===== src/rtl/valu_result_demux.sv =====
// rtl/valu_result_demux.sv - registered 1-to-LANES demultiplexer for vALU result words
module valu_result_demux #(
  parameter int WIDTH = 32,
  parameter int LANES = 4,
  parameter int SEL_W = 3,
  parameter int CNT_W = 8
) (
  input  logic                     clk,
  input  logic                     reset,
  input  logic                     in_valid,
  output logic                     in_ready,
  input  logic [SEL_W-1:0]         in_sel,
  input  logic [WIDTH-1:0]         in_data,
  output logic [LANES-1:0]         out_valid,
  input  logic [LANES-1:0]         out_ready,
  output logic [LANES*WIDTH-1:0]   out_data,
  output logic [CNT_W-1:0]         accept_count,
  output logic [CNT_W-1:0]         drop_count
);

  // Select widened to 32 bits so the range test works for any SEL_W/LANES mix
  logic [31:0]      sel_ext;
  logic             sel_ok;
  logic [LANES-1:0] lane_hit;
  logic [LANES-1:0] lane_free;
  logic [LANES-1:0] lane_load;
  logic             accept;
  logic             drop;

  assign sel_ext = 32'(in_sel);
  assign sel_ok  = (sel_ext < 32'(LANES));

  // Per-lane decode of the select and of whether the lane can take a word now
  always_comb begin
    lane_hit  = '0;
    lane_free = '0;
    for (int i = 0; i < LANES; i++) begin
      lane_hit[i]  = (sel_ext == 32'(i));
      lane_free[i] = !out_valid[i] || out_ready[i];
    end
  end

  // Invalid selects are always drained; valid ones wait for their own lane only
  always_comb begin
    in_ready = !sel_ok || (|(lane_hit & lane_free));
  end

  // Transfer classification and one-hot lane load strobe
  always_comb begin
    accept    = in_valid && in_ready && sel_ok;
    drop      = in_valid && !sel_ok;
    lane_load = accept ? lane_hit : '0;
  end

  // Lane occupancy: a load wins over a same-cycle drain so the lane never bubbles
  always_ff @(posedge clk) begin
    if (reset) begin
      out_valid <= '0;
    end else begin
      for (int i = 0; i < LANES; i++) begin
        if (lane_load[i]) begin
          out_valid[i] <= 1'b1;
        end else if (out_ready[i]) begin
          out_valid[i] <= 1'b0;
        end
      end
    end
  end

  // Lane data: only written on load, so it holds through stalls and after drain
  always_ff @(posedge clk) begin
    if (reset) begin
      out_data <= '0;
    end else begin
      for (int i = 0; i < LANES; i++) begin
        if (lane_load[i]) begin
          out_data[i*WIDTH +: WIDTH] <= in_data;
        end
      end
    end
  end

  // Accepted words counter, free-running modulo 2^CNT_W
  always_ff @(posedge clk) begin
    if (reset) begin
      accept_count <= '0;
    end else if (accept) begin
      accept_count <= accept_count + CNT_W'(1);
    end
  end

  // Dropped words counter, sticks at all-ones
  always_ff @(posedge clk) begin
    if (reset) begin
      drop_count <= '0;
    end else if (drop && (drop_count != {CNT_W{1'b1}})) begin
      drop_count <= drop_count + CNT_W'(1);
    end
  end

endmodule


===== config.mk =====
export PLATFORM = sky130hd
export DESIGN_NAME = valu_result_demux
export DESIGN_NICKNAME = d
export VERILOG_FILES = /design/src/rtl/valu_result_demux.sv
export SDC_FILE = /design/constraint.sdc
export NUM_CORES = 1
export LEC_CHECK = 0
export ABC_CLOCK_PERIOD_IN_PS = 5740
export CAP_MARGIN = 20
export CORE_MARGIN = 2
export CORE_UTILIZATION = 40
export CTS_CLUSTER_DIAMETER = 60
export DETAILED_ROUTE_END_ITERATION = 8
export HOLD_SLACK_MARGIN = 0.06
export PLACE_DENSITY = 0.72
export SLEW_MARGIN = 0
export SYNTH_ARGS = -nofsm -noshare
export SYNTH_HDL_FRONTEND = slang
export SYNTH_SLANG_ARGS = --single-unit

===== constraint.sdc =====
create_clock -name clk -period 5.74 [get_ports clk]
set_clock_uncertainty 0.2 [all_clocks]
set_input_delay 1.148 -clock clk [delete_from_list [all_inputs] [get_ports clk]]
set_output_delay 1.148 -clock clk [all_outputs]
set_load 0.02 [all_outputs]

==> flow_summary.json, run 1 <==
{
  "clock.fmax_mhz": 202,
  "setup_viol": 0,
  "power_switching_w": 0.000531,
  "cellPowerDensity_nw_per_um2": 301,
  "cts_hold_repair.buffers": 0,
  "synth.yosys.seq_area_share": 0.545,
  "synthesis.area_um2": 5430,
  "die_h_um": 121,
  "asyncSetResetFlopFracSynth": 0,
  "synthToLayoutAreaGrowth_pct": 48.1,
  "p_seq_frac": 0.439,
  "grt-ovfl-total": 0,
  "detail_route.iter0.violations": 322,
  "number_of_buffers_on_the_longest_clock_path": 2,
  "cp-start-kind": "input port",
  "die_area_um2": 14500,
  "netlist-cell-type-count": 38,
  "coreArea_um2": 13200,
  "totalNegativeSetupSlack_ns": 0,
  "totalPowerFinal_w": 0.00242,
  "drive_gt1_frac": 0.0524,
  "numClockSinks": 148,
  "final_max_slew_viol_count": 0,
  "final_net_count": 889,
  "power.switching_fraction": 0.220,
  "core.rowCount": 42,
  "commonest_cells_in_the_netlist": "258 x nand2_1, 148 x dfxtp_1, 137 x a21oi_1",
  "ys_seq_elements": 148,
  "port_buffers": 190,
  "postSynthCellCount": 674,
  "dp_hpwl_mm": 11.1,
  "endpoint_kind": "output port",
  "max-slew-margin-rel": 0.289,
  "finalHoldViolCount": 0,
  "vias_in_the_first_global_route": 4969,
  "postSynthAreaPerCell_um2": 8.06,
  "synth_flop_cell": "dfxtp_1",
  "max_cap_violations": 0,
  "n_antenna_cell": 0,
  "clock_latency_of_the_later_clocked_register_in_the_worst_skew_pair_ns": 0.43,
  "gpl.final_weighted_congestion": 0.824,
  "post-cts-setup-buffer-count": 0,
  "worstSetupPathType": "input port to output port",
  "worst-endpoint-required_ns": 4.39,
  "finalWirelength_mm": 16.3,
  "design.portCount": 191,
  "post_cts.resized_instances": 0,
  "worst_ep_arrival_time_ns": 3.60,
  "final_antenna_net_count": 0,
  "tritoncts": "built",
  "setup_repair_after_global_routing_missed_its_margin": "no",
  "overall_track_demand_over_capacity_in_global_routing": 0.228,
  "synth_top_cells_by_area": "dfxtp_1 55%, nand2_1 18%, a21oi_1 13%, clkbuf_1 1.9%, buf_2 1.5%",
  "comb_power_share": 0.076,
  "cts_inserted_buffers": 17,
  "die_w_um": 121,
  "netlist.area_leader.share": 0.545,
  "post-synth-top-count-cell": "nand2_1",
  "irDropWorstVdd_mv": 0.253,
  "clock_tree_root_driver_cell": "clkbuf_16",
  "maximum_number_of_pins_on_one_net_before_global_route_repair": 94,
  "antenna_violations_before_repair": 0,
  "dr_total_vias": 5235,
  "critPathMaxFanout": 13,
  "power.leakage_nw": 2.75,
  "grt_pass1_wl_mm": 25.8,
  "detailedRoute.firstPassIterationCount": 5,
  "worst_slew_pin_slew_ns": 1.06,
  "synth_area_leader_cell": "dfxtp_1",
  "min-delay-path-class": "flip-flop to flip-flop",
  "synthesis.yosys.warnings": 0,
  "post_drt_wl_per_cell_um": 15.8,
  "post-route-drc-count": 0,
  "start_util": 0.410,
  "final_min_period_over_clock_period": 0.862,
  "cts_htree_levels": 4,
  "relative_contribution_of_the_clock_network_to_total_power": 0.485,
  "viasPerCell": 5.06,
  "clkSlewWorstSetupHoldPaths_ns": 0.05,
  "synth_enable_flop_cells": 0,
  "synth_fp_nets": 718,
  "intPower_w": 0.00189,
  "status": "finished, final reports clean",
  "period_needed_ns": 4.95
}
-- cell families after synthesis --
family / Yosys count / synth area share
buf+inv: 49 / 0.0410
xor+xnor: 6 / 0.00967
simple gates: 316 / 0.246
compound gates: 147 / 0.141
mux: 6 / 0.0122
flops: 148 / 0.545
fa+ha+maj: 2 / 0.00460
-- power groups by stage --
stage | logic, W | clock network [W] | registers (W)
floorplan | 0.0000602 | 0 | 0.00111
global placement | 0.000181 | 0 | 0.00108
detailed placement | 0.000184 | 0 | 0.00108
CTS | 0.000186 | 0.00119 | 0.00106
global route | 0.000199 | 0.00124 | 0.00106
finish | 0.000185 | 0.00117 | 0.00106
-- cell type report --
class / count / area, um^2
fill: 1163 / 5190
sequential: 148 / 2960
multi-input combinational: 477 / 2270
timing repair buffer: 199 / 1970
clock buffer: 23 / 478
tap: 176 / 220
clock inverter: 9 / 149
inverter: 2 / 7.51
-- flip-flops by register name, summed over array words and instances, names as in the netlist --
name	cells
out_data	128
accept_count	8
drop_count	8
out_valid	4
-- routing by layer --
layer / track usage / vias to the layer above / share of wire
li1: - / 2564 / -
met1: 0.270 / 2457 / 0.41
met2: 0.377 / 194 / 0.48
met3: 0.0849 / 20 / 0.096
met4: 0.0865 / 0 / 0.015
met5: 0 / - / 0
-- worst max-delay path: stages --
cell	delay, ns
clkdlybuf4s50_1	0.69
or4b_1	0.65
nand2_1	0.28
a21oi_1	0.08
or2_1	0.22
clkdlybuf4s50_1	0.53
-- final timing paths --
kind	startpoint	end	slack, ns	cells past startpoint
setup / recovery	in_sel[0]	in_ready	0.79	6
hold / removal	out_data[33]	out_data[33]	0.25	2
setup reg to reg	out_valid[3]	out_data[98]	3.42	5
hold reg to reg	out_data[33]	out_data[33]	0.25	2
-- layout by cell type (no fill, tap or decap), drive strengths merged, types with 3 or more instances in the layout --
| master | Yosys | routed |
|---|---|---|
| a21oi | 137 | 137 |
| and4 | 3 | 3 |
| buf | 19 | 10 |
| bufinv | 0 | 4 |
| clkbuf | 28 | 23 |
| clkdlybuf4s50 | 0 | 189 |
| clkinv | 0 | 4 |
| dfxtp | 148 | 148 |
| inv | 2 | 3 |
| mux2i | 4 | 4 |
| nand2 | 258 | 258 |
| nand2b | 7 | 7 |
| nand3 | 7 | 7 |
| nand4 | 5 | 5 |
| nor2 | 14 | 14 |
| nor2b | 3 | 3 |
| o31ai | 4 | 4 |
| or4 | 5 | 5 |
| xor2 | 6 | 6 |
-- metrics by stage --
| stage | setup slack [ns] | std cells | instance area (um^2) | hold slack (ns) | util |
|---|---|---|---|---|---|
| 4_1_cts | 0.785 | 1034 | 8050 | 0.253 | 0.608 |
| 5_1_grt | 0.638 | 1034 | 8050 | 0.273 | 0.608 |
| 2_1_floorplan | 2.08 | 674 | 5430 | 0.333 | - |
| 3_3_place_gp | 0.832 | 1002 | 7420 | 0.241 | 0.561 |
| 6_report | 0.794 | 1034 | 8050 | 0.250 | 0.608 |
| 3_5_place_dp | 0.806 | 1002 | 7420 | 0.246 | 0.561 |
No activity file was read; power rests on OpenSTA's default activity.
==> run 2, diff against run 1 <==
--- a/config.mk
+++ b/config.mk
@@ -7,11 +7,10 @@
 export LEC_CHECK = 0
 export ABC_CLOCK_PERIOD_IN_PS = 5740
 export CAP_MARGIN = 20
-export CORE_MARGIN = 2
 export CORE_UTILIZATION = 40
 export CTS_CLUSTER_DIAMETER = 60
 export DETAILED_ROUTE_END_ITERATION = 8
-export HOLD_SLACK_MARGIN = 0.06
+export HOLD_SLACK_MARGIN = 0.12
 export PLACE_DENSITY = 0.72
 export SLEW_MARGIN = 0
 export SYNTH_ARGS = -nofsm -noshare
==> flow_summary.json, run 2 (synthesized netlist as in run 1, its figures left out) <==
{
  "start_util": 0.410,
  "clock_tree_root_driver_cell": "clkbuf_16",
  "detail_route.iter0.violations": 329,
  "clkSlewWorstSetupHoldPaths_ns": 0.06,
  "groute.layer.met2.usage": 0.396,
  "number_of_buffers_on_the_longest_clock_path": 2,
  "gpl.final_weighted_congestion": 0.773,
  "final_max_slew_viol_count": 0,
  "worst-endpoint-required_ns": 4.39,
  "post_drt_wl_per_cell_um": 15.5,
  "finalHoldViolCount": 0,
  "dominant_delay_contributor_by_cell_family_on_the_critical_path": "buffers and inverters",
  "overall_track_demand_over_capacity_in_global_routing": 0.233,
  "cp_slowest_stage_delay_ns": 0.61,
  "top_register": "out_data",
  "die_w_um": 119,
  "mostFrequentLayoutCells": "258 x nand2_1, 189 x clkdlybuf4s50_1, 148 x dfxtp_1",
  "power.switching_fraction": 0.222,
  "max_cap_violations": 0,
  "path_cells": "clkdlybuf4s50_1, or4bb_1, nand2_1, a21oi_1, or2_1, clkdlybuf4s50_1",
  "grt-ovfl-total": 0,
  "numClockSinks": 148,
  "core.rowCount": 42,
  "worst_slew_pin_slew_ns": 0.989,
  "worst_ep_arrival_time_ns": 3.49,
  "clock_latency_of_the_later_clocked_register_in_the_worst_skew_pair_ns": 0.42,
  "totalNegativeSetupSlack_ns": 0,
  "period_needed_ns": 4.84,
  "dp_hpwl_mm": 10.9,
  "gr-usage-met1": 0.271,
  "clock.fmax_mhz": 207,
  "maximum_number_of_pins_on_one_net_before_global_route_repair": 91,
  "critPathMaxFanout": 11,
  "crit_buf_inv": 2,
  "largest_registers": "out_data: 128 flops, accept_count: 8 flops, drop_count: 8 flops",
  "final-seq-area_um2": 2960,
  "design.portCount": 191,
  "timing.critical_path.mode_cell": "clkdlybuf4s50_1",
  "vias_in_the_first_global_route": 4920,
  "p_seq_frac": 0.442,
  "intPower_w": 0.00187,
  "worstSetupPathType": "input port to output port",
  "power_switching_w": 0.000532,
  "grt_util_met3": 0.0849,
  "cts_htree_levels": 4,
  "comb_power_share": 0.078,
  "setup_viol": 0,
  "synthToLayoutAreaGrowth_pct": 48.3,
  "multi_input_area_um2": 2270,
  "setup_repair_after_global_routing_missed_its_margin": "no",
  "post_cts.resized_instances": 0,
  "cpMaxStageDelayCell": "clkdlybuf4s50_1",
  "cp-start-kind": "input port",
  "max_ffs_per_register": 128,
  "coreArea_um2": 13200,
  "power.leakage_nw": 2.75,
  "viasPerCell": 4.99,
  "status": "finished, final reports clean",
  "die_h_um": 119,
  "relative_contribution_of_the_clock_network_to_total_power": 0.480,
  "final_core_utilization": 0.609,
  "dr_total_vias": 5160,
  "antenna_violations_before_repair": 0,
  "reg2regPathDepth": 5,
  "irDropWorstVdd_mv": 0.158,
  "timing.hold.worst.start": "out_data[108]",
  "globalRoute.busiestLayer": "met2",
  "post-route-drc-count": 0,
  "rrSetupSlack_ns": 3.44,
  "finalWirelength_mm": 16.0,
  "drive_gt1_frac": 0.0547,
  "final_net_count": 891,
  "cts_hold_repair.buffers": 0,
  "min-delay-path-class": "flip-flop to flip-flop",
  "timing.critical_path.depth": 6,
  "max-slew-margin-rel": 0.336,
  "endpoint_kind": "output port",
  "min_delay_worst_endpoint": "out_data[108]",
  "reg2reg_to": "out_data[68]",
  "whs_path_depth": 2,
  "reg2reg_from": "out_valid[2]",
  "n_antenna_cell": 0,
  "tritoncts": "built",
  "cellPowerDensity_nw_per_um2": 298,
  "final_min_period_over_clock_period": 0.843,
  "cts_inserted_buffers": 17,
  "mostFrequentLayoutCell": "nand2_1",
  "final_antenna_net_count": 0,
  "post-cts-setup-buffer-count": 0,
  "n_fill_cell": 1158,
  "grt_pass1_wl_mm": 25.5,
  "port_buffers": 190,
  "die_area_um2": 14100,
  "detailedRoute.firstPassIterationCount": 4
}
## run 2: changes by cell type in the layout (fill, tap and decap cells not counted), moves of 2 or more
| cell | before | now |
|---|---|---|
| clkinv_4 | 0 | 2 |
| buf_4 | 10 | 12 |
| clkbuf_8 | 3 | 5 |
| clkinv_2 | 4 | 1 |
## run 2: power groups by stage
stage,Clock (W),Combinational [W],Sequential [W]
after CTS,0.00117,0.000187,0.00106
after floorplan,0,0.0000602,0.00111
after detailed placement,0,0.000186,0.00108
after global routing,0.00121,0.000200,0.00106
final,0.00115,0.000186,0.00106
after global placement,0,0.000182,0.00108
## run 2: routing by layer
metal	share of wire	up-vias
met2	0.48	181
met3	0.087	20
li1	-	2568
met5	0	-
met1	0.42	2391
met4	0.012	0
## run 2: cell type report
class                   count  share of cell area
flip-flops and latches    148               0.368
well taps                 176              0.0273
clock inverters             7              0.0149
inverters                   2            0.000931
multi-input cells         477               0.281
repair buffers            201               0.246
clock buffers              24              0.0622
## run 2: worst max path at each step
| stage | start | to | slack (ns) |
|---|---|---|---|
| finish | in_sel[1] | in_ready | 0.90 |
| global route | in_sel[1] | in_ready | 0.80 |
| CTS | in_sel[1] | in_ready | 0.90 |
| detailed placement | in_sel[1] | in_ready | 0.91 |
| global placement | in_sel[1] | in_ready | 0.97 |
| floorplan | in_sel[1] | in_ready | 2.08 |
## run 2: per-stage QoR
stage          setup slack, ns  cells  cell area, um^2  hold WS [ns]  power, W
6_report                 0.900   1035             8060         0.251   0.00240
3_5_place_dp             0.913   1004             7440         0.246   0.00127
2_1_floorplan             2.08    674             5430         0.333   0.00117
4_1_cts                  0.903   1035             8060         0.253   0.00241
5_1_grt                  0.799   1035             8060         0.270   0.00247
3_3_place_gp             0.966   1004             7440         0.241   0.00126
## run 2: worst register-to-register path: cells and delay by family (launching register included)
family	cells	cell delay, ns
buffers and inverters	1	0.53
AO/OA/AOI/OAI	1	0.06
flip-flops	1	0.31
AND/OR/NAND/NOR	3	1.05
